File: config.mk
export PLATFORM = sky130hd
export DESIGN_NAME = if_fetch_unit
export DESIGN_NICKNAME = d
export VERILOG_FILES = /design/src/rtl/if_fetch_unit_pkg.sv /design/src/rtl/if_fetch_unit_fetch_buf.sv /design/src/rtl/if_fetch_unit.sv
export SDC_FILE = /design/constraint.sdc
export NUM_CORES = 1
export LEC_CHECK = 0
export CORE_MARGIN = 5
export CORE_UTILIZATION = 49
export DETAILED_ROUTE_END_ITERATION = 10
export GPL_ROUTABILITY_DRIVEN = 0
export PLACE_DENSITY = 0.78
export SLEW_MARGIN = 20
export SYNTH_ARGS = -nofsm -noshare
export SYNTH_HDL_FRONTEND = slang
export SYNTH_HIERARCHICAL = 1
export SYNTH_SLANG_ARGS = --single-unit
File: constraint.sdc
create_clock -name clk -period 4.3 [get_ports clk]
set_input_delay 0.86 -clock clk [delete_from_list [all_inputs] [get_ports clk]]
set_output_delay 0.86 -clock clk [all_outputs]
set_load 0.05 [all_outputs]
File: src/rtl/if_fetch_unit_pkg.sv
// Shared widths, reset address and the fetch-buffer entry type for the instruction-fetch stage.
package if_pkg;

  localparam int ADDR_W  = 32;
  localparam int INSTR_W = 32;

  localparam logic [ADDR_W-1:0]  RESET_PC_DEF = 32'h0000_3000;
  localparam logic [INSTR_W-1:0] NOP_INSTR    = 32'h0000_0000;

  typedef struct packed {
    logic [ADDR_W-1:0]  pc;
    logic [INSTR_W-1:0] instr;
  } fetch_entry_t;

  // Clears the byte-offset bits of a fetch address.
  function automatic logic [ADDR_W-1:0] word_align(input logic [ADDR_W-1:0] addr);
    return addr & ~32'h0000_0003;
  endfunction

endpackage

File: src/rtl/if_fetch_unit_fetch_buf.sv
// Small synchronous FIFO (power-of-two depth) with flush; used for the response buffer and the PC shadow.
// fetch_buf_chk flags any push into a full FIFO.
module fetch_buf
  import if_pkg::*;
#(
  parameter int  DEPTH = 2,
  parameter type T     = fetch_entry_t
) (
  input  logic                   clk,
  input  logic                   rst,
  input  logic                   flush,
  input  logic                   push,
  input  T                       push_data,
  input  logic                   pop,
  output T                       head,
  output logic                   full,
  output logic                   empty,
  output logic [$clog2(DEPTH):0] count
);

  localparam int PTR_W = $clog2(DEPTH);

  T                 mem_r [DEPTH];
  logic [PTR_W-1:0] wr_ptr_r;
  logic [PTR_W-1:0] rd_ptr_r;
  logic [PTR_W:0]   count_r;
  logic             do_push_s;
  logic             do_pop_s;

  // Occupancy flags, head view and guarded handshakes.
  always_comb begin
    full      = (count_r == (PTR_W+1)'(DEPTH));
    empty     = (count_r == {(PTR_W+1){1'b0}});
    count     = count_r;
    head      = mem_r[rd_ptr_r];
    do_push_s = push && !full;
    do_pop_s  = pop && !empty;
  end

  // Ring pointers, occupancy and storage; flush empties without touching storage.
  always_ff @(posedge clk or posedge rst) begin
    if (rst) begin
      wr_ptr_r <= {PTR_W{1'b0}};
      rd_ptr_r <= {PTR_W{1'b0}};
      count_r  <= {(PTR_W+1){1'b0}};
      for (int i = 0; i < DEPTH; i++) begin
        mem_r[i] <= '0;
      end
    end else if (flush) begin
      wr_ptr_r <= {PTR_W{1'b0}};
      rd_ptr_r <= {PTR_W{1'b0}};
      count_r  <= {(PTR_W+1){1'b0}};
    end else begin
      if (do_push_s) begin
        mem_r[wr_ptr_r] <= push_data;
        wr_ptr_r        <= wr_ptr_r + PTR_W'(1'b1);
      end
      if (do_pop_s) begin
        rd_ptr_r <= rd_ptr_r + PTR_W'(1'b1);
      end
      case ({do_push_s, do_pop_s})
        2'b10:   count_r <= count_r + (PTR_W+1)'(1'b1);
        2'b01:   count_r <= count_r - (PTR_W+1)'(1'b1);
        default: count_r <= count_r;
      endcase
    end
  end

  fetch_buf_chk u_chk (
    .clk  (clk),
    .rst  (rst),
    .push (push),
    .full (full)
  );

endmodule

// Overflow monitor: upstream credit accounting must never push into a full FIFO.
module fetch_buf_chk (
  input logic clk,
  input logic rst,
  input logic push,
  input logic full
);

  // Push-while-full detection.
  always_ff @(posedge clk) begin
    if (!rst) begin
      assert (!(push && full)) else $error("fetch_buf: push while full");
    end
  end

endmodule

File: src/rtl/if_fetch_unit.sv
// Instruction-fetch stage: fetch PC, imem request/response handshake, response buffering, redirect flush.
// Optional macro FETCH_ADDR_CHECK_EN: misaligned redirect targets raise fetch_adel instead of being masked.
module if_fetch_unit
  import if_pkg::*;
#(
  parameter logic [ADDR_W-1:0] RESET_PC  = RESET_PC_DEF,
  parameter int                BUF_DEPTH = 2
) (
  input  logic               clk,
  input  logic               rst,
  output logic               imem_req_valid,
  input  logic               imem_req_ready,
  output logic [ADDR_W-1:0]  imem_req_addr,
  input  logic               imem_rsp_valid,
  input  logic [INSTR_W-1:0] imem_rsp_data,
  input  logic               stall,
  input  logic               redirect,
  input  logic [ADDR_W-1:0]  redirect_pc,
  output logic [INSTR_W-1:0] IR_out,
  output logic [ADDR_W-1:0]  PC_out,
`ifdef FETCH_ADDR_CHECK_EN
  output logic               fetch_adel,
`endif
  output logic               inst_valid
);

  localparam int CNT_W = $clog2(BUF_DEPTH) + 1;

  logic               rst_q_r;
  logic [ADDR_W-1:0]  fetch_pc_r;
  logic [CNT_W-1:0]   drop_cnt_r;
  logic               adel_s;
  logic [ADDR_W-1:0]  redirect_tgt_s;
  logic               accept_s;
  logic               rsp_s;
  logic               push_s;
  logic               pop_s;
  fetch_entry_t       push_entry_s;
  fetch_entry_t       buf_head_s;
  logic [CNT_W-1:0]   buf_count_s;
  logic               buf_full_s;
  logic               buf_empty_s;
  logic [ADDR_W-1:0]  shd_head_s;
  logic [CNT_W-1:0]   shd_count_s;
  logic               shd_full_s;
  logic               shd_empty_s;

`ifdef FETCH_ADDR_CHECK_EN
  logic adel_r;

  // Sticky misaligned-target flag, re-evaluated on every redirect.
  always_ff @(posedge clk or posedge rst) begin
    if (rst) begin
      adel_r <= 1'b0;
    end else if (redirect) begin
      adel_r <= |redirect_pc[1:0];
    end else begin
      adel_r <= adel_r;
    end
  end

  // Misaligned targets are kept as-is so PC_out can report them.
  always_comb begin
    adel_s         = adel_r;
    fetch_adel     = adel_r;
    redirect_tgt_s = redirect_pc;
  end
`else
  // Without address checking the offset bits are simply dropped.
  always_comb begin
    adel_s         = 1'b0;
    redirect_tgt_s = word_align(redirect_pc);
  end
`endif

  // The shadow FIFO occupancy is the outstanding-request count; issue only while a buffer slot is guaranteed.
  always_comb begin
    imem_req_valid = !rst_q_r && !redirect && !adel_s && !buf_full_s && !shd_full_s &&
                     (({1'b0, shd_count_s} + {1'b0, buf_count_s}) < (CNT_W+1)'(BUF_DEPTH));
    imem_req_addr  = fetch_pc_r;
    accept_s       = imem_req_valid && imem_req_ready;
    rsp_s          = imem_rsp_valid && !shd_empty_s;
    push_s         = rsp_s && !redirect && (drop_cnt_r == {CNT_W{1'b0}});
    push_entry_s   = '{pc: shd_head_s, instr: imem_rsp_data};
    inst_valid     = !buf_empty_s && !adel_s;
    pop_s          = inst_valid && !stall && !redirect;
    if (adel_s) begin
      IR_out = NOP_INSTR;
      PC_out = fetch_pc_r;
    end else begin
      IR_out = buf_head_s.instr;
      PC_out = buf_head_s.pc;
    end
  end

  // Fetch PC, reset qualifier and the number of stale responses still to discard.
  always_ff @(posedge clk or posedge rst) begin
    if (rst) begin
      rst_q_r    <= 1'b1;
      fetch_pc_r <= RESET_PC;
      drop_cnt_r <= {CNT_W{1'b0}};
    end else begin
      rst_q_r <= 1'b0;
      if (redirect) begin
        fetch_pc_r <= redirect_tgt_s;
        // No accept can happen in a redirect cycle, so only this cycle's response is netted out.
        drop_cnt_r <= shd_count_s - CNT_W'(rsp_s);
      end else begin
        if (accept_s) begin
          fetch_pc_r <= fetch_pc_r + 32'd4;
        end
        if (rsp_s && (drop_cnt_r != {CNT_W{1'b0}})) begin
          drop_cnt_r <= drop_cnt_r - CNT_W'(1'b1);
        end
      end
    end
  end

  fetch_buf #(
    .DEPTH (BUF_DEPTH),
    .T     (fetch_entry_t)
  ) u_rsp_buf (
    .clk       (clk),
    .rst       (rst),
    .flush     (redirect),
    .push      (push_s),
    .push_data (push_entry_s),
    .pop       (pop_s),
    .head      (buf_head_s),
    .full      (buf_full_s),
    .empty     (buf_empty_s),
    .count     (buf_count_s)
  );

  // Addresses of issued requests, popped in order as responses return (dropped or kept).
  fetch_buf #(
    .DEPTH (BUF_DEPTH),
    .T     (logic [ADDR_W-1:0])
  ) u_pc_shadow (
    .clk       (clk),
    .rst       (rst),
    .flush     (1'b0),
    .push      (accept_s),
    .push_data (fetch_pc_r),
    .pop       (rsp_s),
    .head      (shd_head_s),
    .full      (shd_full_s),
    .empty     (shd_empty_s),
    .count     (shd_count_s)
  );

endmodule

Yosys cells after proc, flatten, opt, wreduce, memory -nomap -nowiden. Cells that the tools add are included.

Magnitude comparators: 7. Reductions and logical operators: 35. Equal/unequal tests: 6. Multiplexer cells: 23. Add/sub/neg operators: 12. Bitwise operators: 5.

Operators by type and width (count): two-way mux 64 bit (4); two-way mux 32 bit (6); bitwise mux 128 bit (1); bitwise mux 64 bit (1); demux 64 bit (select 1 bit) (1); adder 32 x 3 -> 32 bit, second input constant (1); demux 32 bit (select 1 bit) (1); logical AND 1 bit (17); nonzero test 2 bit (6); equality test 2 bit, second input constant (4); >= comparator 2 bit, second input constant (4); inverter 1 -> 2 bit (4); one-hot mux 2 bit (2 select lines) (2); zero test 1 bit (7); zero test 2 bit (3); two-way mux 2 bit (3); subtractor 2 x 1 -> 2 bit, second input constant (3); adder 1 bit, second input constant (4); adder 2 x 1 -> 2 bit, second input constant (2); equality test 2 x 1 -> 1 bit, second input constant (2); < comparator 2 x 1 -> 1 bit, second input constant (2); two-way mux 1 bit (4); adder 2 x 2 -> 3 bit (1); < comparator 3 x 2 -> 1 bit, second input constant (1); other kinds (4) (4).

Output and inout port bits: 98. Logic and storage cells: 103. Bits of input ports: 70. Bits in registers: 235.

Logic depth before layout (Yosys ltp). Gate-level depths: netlist of the first run.

Depth in word-level cells: 9. Depth in mapped cells: 10. Gate-level depth less buffers: 8.

Cells and area by module. Netlist of the first run, hierarchy kept.

By module, submodules not included: fetch_buf (u_rsp_buf) (times used 1, cells each 365, sequential area each 3303.2 um2, area an instance 5960.7 um2); fetch_buf (u_pc_shadow) (times used 1, cells each 196, sequential area each 1701.6 um2, area an instance 3118.0 um2); if_fetch_unit (times used 1, cells each 229, sequential area each 829.5 um2, area an instance 2014.4 um2).

Least setup slack after synthesis of the first run. Ideal clock, no wire load.

Kind: input -> register. Start point: input redirect. End point: register u_pc_shadow/mem_r[6] (netlist bit). Stages on the path: 9. Path buffers: 3. Slack: 1.217 ns. Setup time: 0.126 ns. Required time: 4.174 ns. Arrival time: 2.958 ns. Cells stage by stage: clkbuf_1 > nor4_1 > nand3_1 > inv_2 > inv_1 > or4b_4 > buf_6 > buf_6 > mux2_4.

Cells in the longest elaborated chain, start to end: 7.

Ends and longest elaborated chain: from (decl) (line if_fetch_unit.sv:17) `input logic redirect,`; zero test 1 bit (line if_fetch_unit.sv:78) `imem_req_valid = !rst_q_r && !redirect && !adel_s && !buf_full_s && !shd_full_s &&`; logical AND 1 bit (4 in a row) (line if_fetch_unit.sv:78); logical AND 1 bit (line if_fetch_unit.sv:81) `accept_s = imem_req_valid && imem_req_ready;`; named net accept_s (line if_fetch_unit.sv:34) `logic accept_s;`; logical AND 1 bit (line if_fetch_unit_fetch_buf.sv:36) `do_push_s = push && !full;`; to (signal, indexed assignment) (line if_fetch_unit_fetch_buf.sv:55) `mem_r[wr_ptr_r] <= push_data;`; to (decl) (line if_fetch_unit_fetch_buf.sv:23) `T mem_r [DEPTH];`.

The timed path passes the listed nets, and every way through them passes these cells. A chain may end at the register's enable or synchronous reset.

Final worst setup path of the first run.
Start point: register u_pc_shadow.count_r[0], in the netlist u_pc_shadow/count[0]. End point: output imem_req_valid.

Cells in the longest elaborated chain, start to end: 4. Elaborated cells between the ends (all ways): 6. Classes of those cells: 1 x add/sub; 1 x order compare; 1 x eq/ne; 3 x reduce/logical.

Ends and longest elaborated chain: from (decl) (line if_fetch_unit_fetch_buf.sv:26) `logic [PTR_W:0] count_r;`; from (signal assigned) (line if_fetch_unit_fetch_buf.sv:45) `count_r <= {(PTR_W+1){1'b0}};`; from (signal assigned) (line if_fetch_unit_fetch_buf.sv:52) `count_r <= {(PTR_W+1){1'b0}};`; from (signal assigned) (line if_fetch_unit_fetch_buf.sv:62) `2'b10: count_r <= count_r + (PTR_W+1)'(1'b1);`; branches (longest 3 deep; another with adder 2 x 2 -> 3 bit); logical AND 1 bit * (line if_fetch_unit.sv:78); to (decl) (line if_fetch_unit.sv:11) `output logic imem_req_valid,`.

Every way passes the cells marked *.

==> run_results.csv, run 1 <==
group,metric,value,unit
critical_path,r2r-end,"u_pc_shadow/mem_r[22]",
worst_hold_path,min_path_cells,1,
die,coreArea,22400,um^2
pwr,leakage,6.61,nW
logic_synthesis,synth_top_cell_by_area,"dfrtp_1",
placed_design,io_buffers,163,
critical_path,cp_max_fo,9,
critical_path,reg2reg_slack,1.02,ns
timing,fmax,259,MHz
logic_synthesis,synth_top_area_share,51.9,%
route,firstDrtPassIters,4,
route,antenna_left,0,
cells_and_area,final_util,62.5,%
critical_path,end_kind,"output port",
clocking,cts_buffer_depth,3,
pwr,swShare,28.2,%
clocking,cts_tree,"built",
worst_hold_path,worstHoldPathType,"flip-flop to flip-flop",
clocking,cts-root-buf,"clkbuf_16",
cells_and_area,fin_nets,1044,
pwr,p_per_area,437,nW/um^2
route,via_count,6915,
die,rows,55,
pwr,clkPwrFrac,37.3,%
logic_synthesis,synth_area_per_cell,14.0,um^2
grt,grt_max_degree,133,
die,die_h,160,um
critical_path,cp.arrival,3.00,ns
clocking,clkSinkCount,233,
clocking,cts_buffers,26,
logic_synthesis,async_flop_share,100,%
route,first_iter_violations,302,
logic_synthesis,seq_area_frac_synth,52.6,%
pwr,p_sw,0.00173,W
logic_synthesis,ys_ff_latch,233,
status,outcome,"finished clean",
logic_synthesis,post-synth-top-count-cell,"dfrtp_1",
pwr,p_int,0.00439,W
grt,grt_first_pass_wirelength,40600,um
clocking,cts_resized,0,
logic_synthesis,syn_inst,790,
critical_path,critPathKind,"flip-flop to output port",
timing,setup_viol,0,
timing,finClkSkew,0.0133,ns
grt,track_usage,19.0,%
route,routed_via_density,5.43,
logic_synthesis,syn-cell-area,11100,um^2
die,initial_core_util,49.4,%
placed_design,post-dp-hpwl,16500,um
timing,rsz0062_at_grt,"no",
logic_synthesis,synth_edf_count,0,
timing,drv_slew,0,
critical_path,cp_cell_sequence,"and2_1, fa_1, or2_2, nor2_4, clkdlybuf4s50_1",
timing,period_needed,3.86,ns
pwr,power.share.combinational,20.3,%
timing,setup-tns-final,0,ns
logic_synthesis,yosysWarnings,6,
timing,max-slew-margin-rel,44.1,%
grt,grt_overflow,0,
cells_and_area,antenna-diode-count,0,
route,post_drt_wl_per_cell,19.4,um
cells_and_area,fin_area,14000,um^2
route,wl,24800,um
clocking,cts-htree-levels,1,
grt,grt_pass1_vias,7385,
critical_path,reg2reg_from,"u_pc_shadow/count[0]",
critical_path,slowest_delay,0.82,ns
timing,period_share,89.7,%
timing,hold_slack,0.498,ns
grt,antenna_found_initial,0,
flow_run,drv_cap,0,
timing,hold_viol_final,0,
logic_synthesis,synth_commonest_cells,"dfrtp_1 (230), mux2_2 (192), mux2_4 (90)",
route,drc_errors,0,
cells_and_area,synthToLayoutAreaGrowth,26.4,%
worst_hold_path,min_from,"u_rsp_buf/mem_r[114]",
worst_hold_path,min_to,"u_rsp_buf/mem_r[114]",
die,die_w,160,um
clocking,clk_pin_slew,0.06,ns
critical_path,crit_path_start_kind,"flip-flop",
logic_synthesis,synth.distinct_cells,55,
clocking,clk_latency,0.51,ns
clocking,cts_setup_buffers,0,
cells_and_area,fin_cells,1274,
critical_path,cp.required,3.44,ns
timing,worst_slew_pin_slew,0.838,ns
logic_synthesis,synthTopCellsByArea,"dfrtp_1 (52%), mux2_2 (19%), mux2_4 (12%)",
cells_and_area,drive_gt1_share,36.8,%
pwr,vdd_drop_max,223,uV
logic_synthesis,synthFlopType,"dfrtp_1",
placed_design,dpl.cell_count,1227,
critical_path,crit_slowest_cell,"clkdlybuf4s50_1",
critical_path,worst_r2r_path_depth,9,
die,io_pins,168,
pwr,seqPwrFrac,42.3,%
placed_design,place_area,13100,um^2
die,dieArea,25700,um^2
clocking,cts-hold-fix-buffers,0,
## placed cells by master (no fill, tap or decap), drive strengths merged, types with 16 or more instances in the layout
cell type / count
xor2: 18
nor2: 16
clkbuf: 38
nand2: 36
buf: 19
inv: 16
mux2: 289
o21ai: 31
dfrtp: 230
clkdlybuf4s50: 162
## power groups by stage
stage | Clock (W) | Combinational [W] | Sequential, W
floorplan | 0 | 0.000782 | 0.00266
global placement | 0 | 0.00123 | 0.00261
detailed placement | 0 | 0.00125 | 0.00263
CTS | 0.00234 | 0.00126 | 0.00259
global route | 0.00244 | 0.00132 | 0.00262
finish | 0.00229 | 0.00124 | 0.00259
## cell families (layout without fill, tap and decap cells)
group / Yosys count / after routing / synth area share (%)
flops: 233 / 233 / 52.6
xor+xnor: 23 / 23 / 1.82
mux: 292 / 292 / 32.7
other cells: 1 / 13 / 0.0338
buf+inv: 58 / 245 / 2.86
simple gates: 122 / 122 / 6.58
fa+ha+maj: 4 / 4 / 0.519
compound gates: 57 / 57 / 2.94
## worst max-delay path, delay by kind of cell, from the launching register on
| family | cells | cell delay [ns] |
|---|---|---|
| fa+ha+maj | 1 | 0.43 |
| simple gates | 3 | 0.72 |
| flops | 1 | 0.51 |
| buf+inv | 1 | 0.82 |
## flip-flops by register name (all words and copies together), names as in the netlist
register	count
u_pc_shadow/rd_ptr_r	1
u_pc_shadow/mem_r	64
u_pc_shadow/count	2
rst_q_r	1
u_rsp_buf/wr_ptr_r	1
u_rsp_buf/mem_r	128
u_rsp_buf/count	2
u_pc_shadow/wr_ptr_r	1
imem_req_addr	30
drop_cnt_r	2
u_rsp_buf/rd_ptr_r	1
## per-stage QoR
step                      worst slack [ns]  power, W
after global placement               0.738   0.00384
final                                0.443   0.00612
after floorplan                       1.22   0.00344
after CTS                            0.429   0.00619
after detailed placement             0.720   0.00387
after global routing                 0.330   0.00638
## metal layers
metal  track usage (%)  part of all wire, %  up-vias  routed length [um]
met5                 0                    0        -                   0
met4              3.87                  1.5        0                 366
met3              3.23                  4.8       34                1190
met2              31.2                   47      194               11700
met1              26.9                   46     3506               11500
li1                  -                    -     3181                   -
## cell type report
cell class / instances / area [um^2]
Clock inverter: 9 / 129
Multi-Input combinational cell: 511 / 5000
Sequential cell: 233 / 5840
Fill cell: 1728 / 8420
Tap cell: 285 / 357
Timing Repair Buffer: 181 / 1860
Clock buffer: 38 / 767
Inverter: 17 / 68.8
## worst max-delay path by stage
| stage | start | endpoint | slack (ns) | cells after the start |
|---|---|---|---|---|
| final | u_pc_shadow/count[0] | imem_req_valid | 0.44 | 5 |
| after global routing | u_pc_shadow/count[0] | imem_req_valid | 0.33 | 5 |
| after CTS | u_pc_shadow/count[0] | imem_req_valid | 0.43 | 5 |
| after detailed placement | redirect | imem_req_valid | 0.72 | 4 |
| after global placement | redirect | imem_req_valid | 0.74 | 4 |
| after floorplan | redirect | u_pc_shadow/mem_r[6] | 1.22 | 9 |
Power figures use the tool's default switching activity.
==> inputs of run 2 (changes only) <==
--- a/config.mk
+++ b/config.mk
@@ -7,11 +7,14 @@
 export LEC_CHECK = 0
 export CORE_MARGIN = 5
 export CORE_UTILIZATION = 49
+export CTS_CLUSTER_DIAMETER = 120
 export DETAILED_ROUTE_END_ITERATION = 10
 export GPL_ROUTABILITY_DRIVEN = 0
 export PLACE_DENSITY = 0.78
+export SKIP_LAST_GASP = 1
 export SLEW_MARGIN = 20
 export SYNTH_ARGS = -nofsm -noshare
 export SYNTH_HDL_FRONTEND = slang
 export SYNTH_HIERARCHICAL = 1
 export SYNTH_SLANG_ARGS = --single-unit
+export TNS_END_PERCENT = 30
==> results of run 2 <==
The final DEF is identical to that of run 1; final timing and power are the same.
==> inputs of run 3 (changes only) <==
--- a/config.mk
+++ b/config.mk
@@ -5,9 +5,10 @@
 export SDC_FILE = /design/constraint.sdc
 export NUM_CORES = 1
 export LEC_CHECK = 0
+export ABC_AREA = 1
 export CORE_MARGIN = 5
 export CORE_UTILIZATION = 49
-export CTS_CLUSTER_DIAMETER = 120
+export CTS_CLUSTER_DIAMETER = 200
 export DETAILED_ROUTE_END_ITERATION = 10
 export GPL_ROUTABILITY_DRIVEN = 0
 export PLACE_DENSITY = 0.78
@@ -15,6 +16,5 @@
 export SLEW_MARGIN = 20
 export SYNTH_ARGS = -nofsm -noshare
 export SYNTH_HDL_FRONTEND = slang
-export SYNTH_HIERARCHICAL = 1
 export SYNTH_SLANG_ARGS = --single-unit
 export TNS_END_PERCENT = 30
==> run 3 against run 2 <==
Net effect:
- sequential power up 32%
- maximum frequency increased by 1.4%
- sequential share of layout area hardly changed
- synthesized area down 0.62%
==> run_results.csv, run 3 <==
group,metric,value,unit
critical_path,crit_family,"buffers and inverters",
logic_synthesis,synth.distinct_cells,35,
critical_path,cp.depth,4,
clocking,clkSinkCount,225,
clocking,clk_latency,0.51,ns
timing,finClkSkew,0.0128,ns
critical_path,crit_slowest_cell,"dfrtp_4",
timing,worst_slew_pin_slew,0.983,ns
logic_synthesis,synth_area_per_cell,8.02,um^2
pwr,clkPwrFrac,21.6,%
route,drc_errors,0,
grt,grt_max_degree,143,
route,antenna_left,0,
logic_synthesis,synthTopCellsByArea,"dfrtp_1 (50%), nand2_1 (17%), o21ai_0 (9.3%)",
critical_path,cp_max_fo,111,
timing,period_share,88.5,%
timing,rsz0062_at_grt,"no",
status,outcome,"finished clean",
route,post_drt_wl_per_cell,15.0,um
placed_design,place_area,12700,um^2
route,first_iter_violations,661,
critical_path,r2r-end,"u_pc_shadow.mem_r[50]",
cells_and_area,synthToLayoutAreaGrowth,22.9,%
pwr,p_sw,0.00420,W
pwr,power.share.combinational,43.6,%
cells_and_area,fin_area,13500,um^2
timing,fmax,263,MHz
clocking,cts_resized,0,
pwr,p_total,0.00985,W
timing,drv_slew,0,
logic_synthesis,post-synth-top-count-cell,"nand2_1",
cells_and_area,layout_common_cells,"nand2_1 (491), dfrtp_1 (221), o21ai_0 (204)",
critical_path,worst_r2r_path_depth,11,
flow_run,drv_cap,0,
grt,grt_first_pass_wirelength,45600,um
timing,max-slew-margin-rel,34.5,%
cells_and_area,drive_gt1_share,8.96,%
timing,setup_viol,0,
die,coreArea,22000,um^2
timing,period_needed,3.80,ns
timing,hold_viol_final,0,
logic_synthesis,synth_commonest_cells,"nand2_1 (491), dfrtp_1 (222), o21ai_0 (204)",
critical_path,reg2reg_slack,1.33,ns
clocking,cts_buffers,25,
critical_path,crit_path_start_kind,"flip-flop",
logic_synthesis,synth_edf_count,0,
critical_path,cp.required,3.44,ns
placed_design,post-dp-hpwl,17900,um
route,routed_via_density,5.24,
cells_and_area,largest_register_ffs,124,
critical_path,cp_num_buf_inv,2,
pwr,leakage,6.38,nW
logic_synthesis,syn-cell-area,11000,um^2
grt,grt_overflow,0,
grt,antenna_found_initial,0,
route,firstDrtPassIters,5,
grt,grt_pass1_vias,9192,
route,wl,26900,um
die,rows,54,
clocking,cts-root-buf,"clkbuf_16",
pwr,swShare,42.6,%
logic_synthesis,syn_inst,1374,
logic_synthesis,synth_top_area_share,50.4,%
grt,track_usage,21.0,%
die,dieArea,25600,um^2
worst_hold_path,min_to,"u_pc_shadow.mem_r[19]",
logic_synthesis,seq_area_frac_synth,51.1,%
die,io_pins,168,
critical_path,cp.arrival,2.94,ns
logic_synthesis,yosysWarnings,0,
cells_and_area,antenna-diode-count,0,
die,die_h,160,um
clocking,cts-htree-levels,1,
worst_hold_path,min_from,"u_pc_shadow.mem_r[19]",
die,die_w,160,um
critical_path,slowest_delay,1.06,ns
clocking,cts_setup_buffers,0,
critical_path,reg2reg_from,"u_pc_shadow.count[0]",
logic_synthesis,async_flop_share,100,%
logic_synthesis,ys_ff_latch,225,
placed_design,dpl.cell_count,1755,
cells_and_area,top_register,"u_rsp_buf.mem_r",
clocking,cts_buffer_depth,3,
critical_path,end_kind,"output port",
placed_design,io_buffers,161,
logic_synthesis,synthFlopType,"dfrtp_1",
pwr,seqPwrFrac,34.8,%
pwr,vdd_drop_max,341,uV
die,initial_core_util,50.2,%
critical_path,cp_cell_sequence,"buf_4, nand2_1, o21ai_0, clkdlybuf4s50_1",
worst_hold_path,worstHoldPathType,"flip-flop to flip-flop",
clocking,cts_tree,"built",
timing,setup-tns-final,0,ns
route,via_count,9427,
cells_and_area,fin_nets,1577,
cells_and_area,fillerInstances,1876,
cells_and_area,fin_cells,1798,
critical_path,critPathKind,"flip-flop to output port",
logic_synthesis,synth_top_cell_by_area,"dfrtp_1",
clocking,clk_pin_slew,0.05,ns
pwr,p_per_area,727,nW/um^2
clocking,cts-hold-fix-buffers,0,
cells_and_area,layout_commonest_cell,"nand2_1",
worst_hold_path,min_path_cells,2,
pwr,p_int,0.00565,W
run 3: cell count changes after synthesis, sizes merged, moves of 26 or more:
cell and delta:
o21ai +236, inv +112, nand2 +461, nor2 +37, mux2 -259, clkbuf +26, nand3 +43
run 3: worst max path at each step:
stage                             startpoint                   to  slack [ns]
after detailed placement            redirect  u_rsp_buf.mem_r[29]        0.84
final                     u_rsp_buf.rd_ptr_r           IR_out[13]        0.50
after CTS                 u_rsp_buf.rd_ptr_r           IR_out[13]        0.47
after floorplan                          rst        drop_cnt_r[0]        0.50
after global placement              redirect  u_rsp_buf.mem_r[30]        0.90
after global routing      u_rsp_buf.rd_ptr_r           IR_out[13]        0.28
run 3: power by group through the flow:
| stage | clock, W | sequential, W | combinational, W |
|---|---|---|---|
| floorplan | 0 | 0.00344 | 0.00297 |
| global placement | 0 | 0.00341 | 0.00421 |
| detailed placement | 0 | 0.00345 | 0.00430 |
| CTS | 0.00216 | 0.00343 | 0.00433 |
| global route | 0.00225 | 0.00354 | 0.00465 |
| finish | 0.00212 | 0.00343 | 0.00430 |
run 3: routing by layer:
metal | vias to the layer above | GRT usage (%) | part of all wire [%]
met5 | - | 0 | 0
met4 | 0 | 5.55 | 2.6
met3 | 42 | 3.58 | 6.9
met2 | 327 | 32.7 | 45
met1 | 4442 | 30.8 | 45
li1 | 4616 | - | -
run 3: worst reg2reg max path, stage by stage (launching register included):
cell	delay, ns
dfrtp_1	0.46
nand2_1	0.10
inv_1	0.05
fa_1	0.48
nor2_1	0.05
nand2_1	0.09
nor2_4	0.06
nand2_4	0.24
or2_2	0.67
buf_4	0.48
nand2_1	0.15
o21ai_2	0.08
run 3: cells by family (layout without fill, tap and decap cells):
logic type | count (synthesis) | count (layout) | synth area share (%)
AND/OR/NAND/NOR | 613 | 613 | 22.1
AO/OA/AOI/OAI | 284 | 284 | 14.3
flip-flops | 225 | 225 | 51.1
buffers and inverters | 209 | 349 | 8.23
multiplexers | 30 | 30 | 3.06
XOR/XNOR | 7 | 7 | 0.556
adder cells (fa/ha/maj) | 5 | 5 | 0.636
other | 1 | 5 | 0.0340
run 3: cell type report:
| class | instances | area, um^2 | area share [%] |
|---|---|---|---|
| multi-input combinational | 944 | 4500 | 33.2 |
| sequential | 225 | 5640 | 41.6 |
| timing repair buffer | 175 | 1740 | 12.8 |
| inverter | 131 | 497 | 3.67 |
| tap | 280 | 350 | 2.59 |
| clock buffer | 37 | 741 | 5.47 |
| clock inverter | 6 | 80.1 | 0.591 |
run 3: per-stage QoR:
step | hold WS [ns] | setup slack [ns] | utilization [%]
finish | 0.480 | 0.496 | 61.7
floorplan | 0.448 | 0.504 | -
detailed placement | 0.465 | 0.845 | 58.0
CTS | 0.480 | 0.471 | 61.7
global route | 0.495 | 0.283 | 61.7
global placement | 0.459 | 0.896 | 58.0
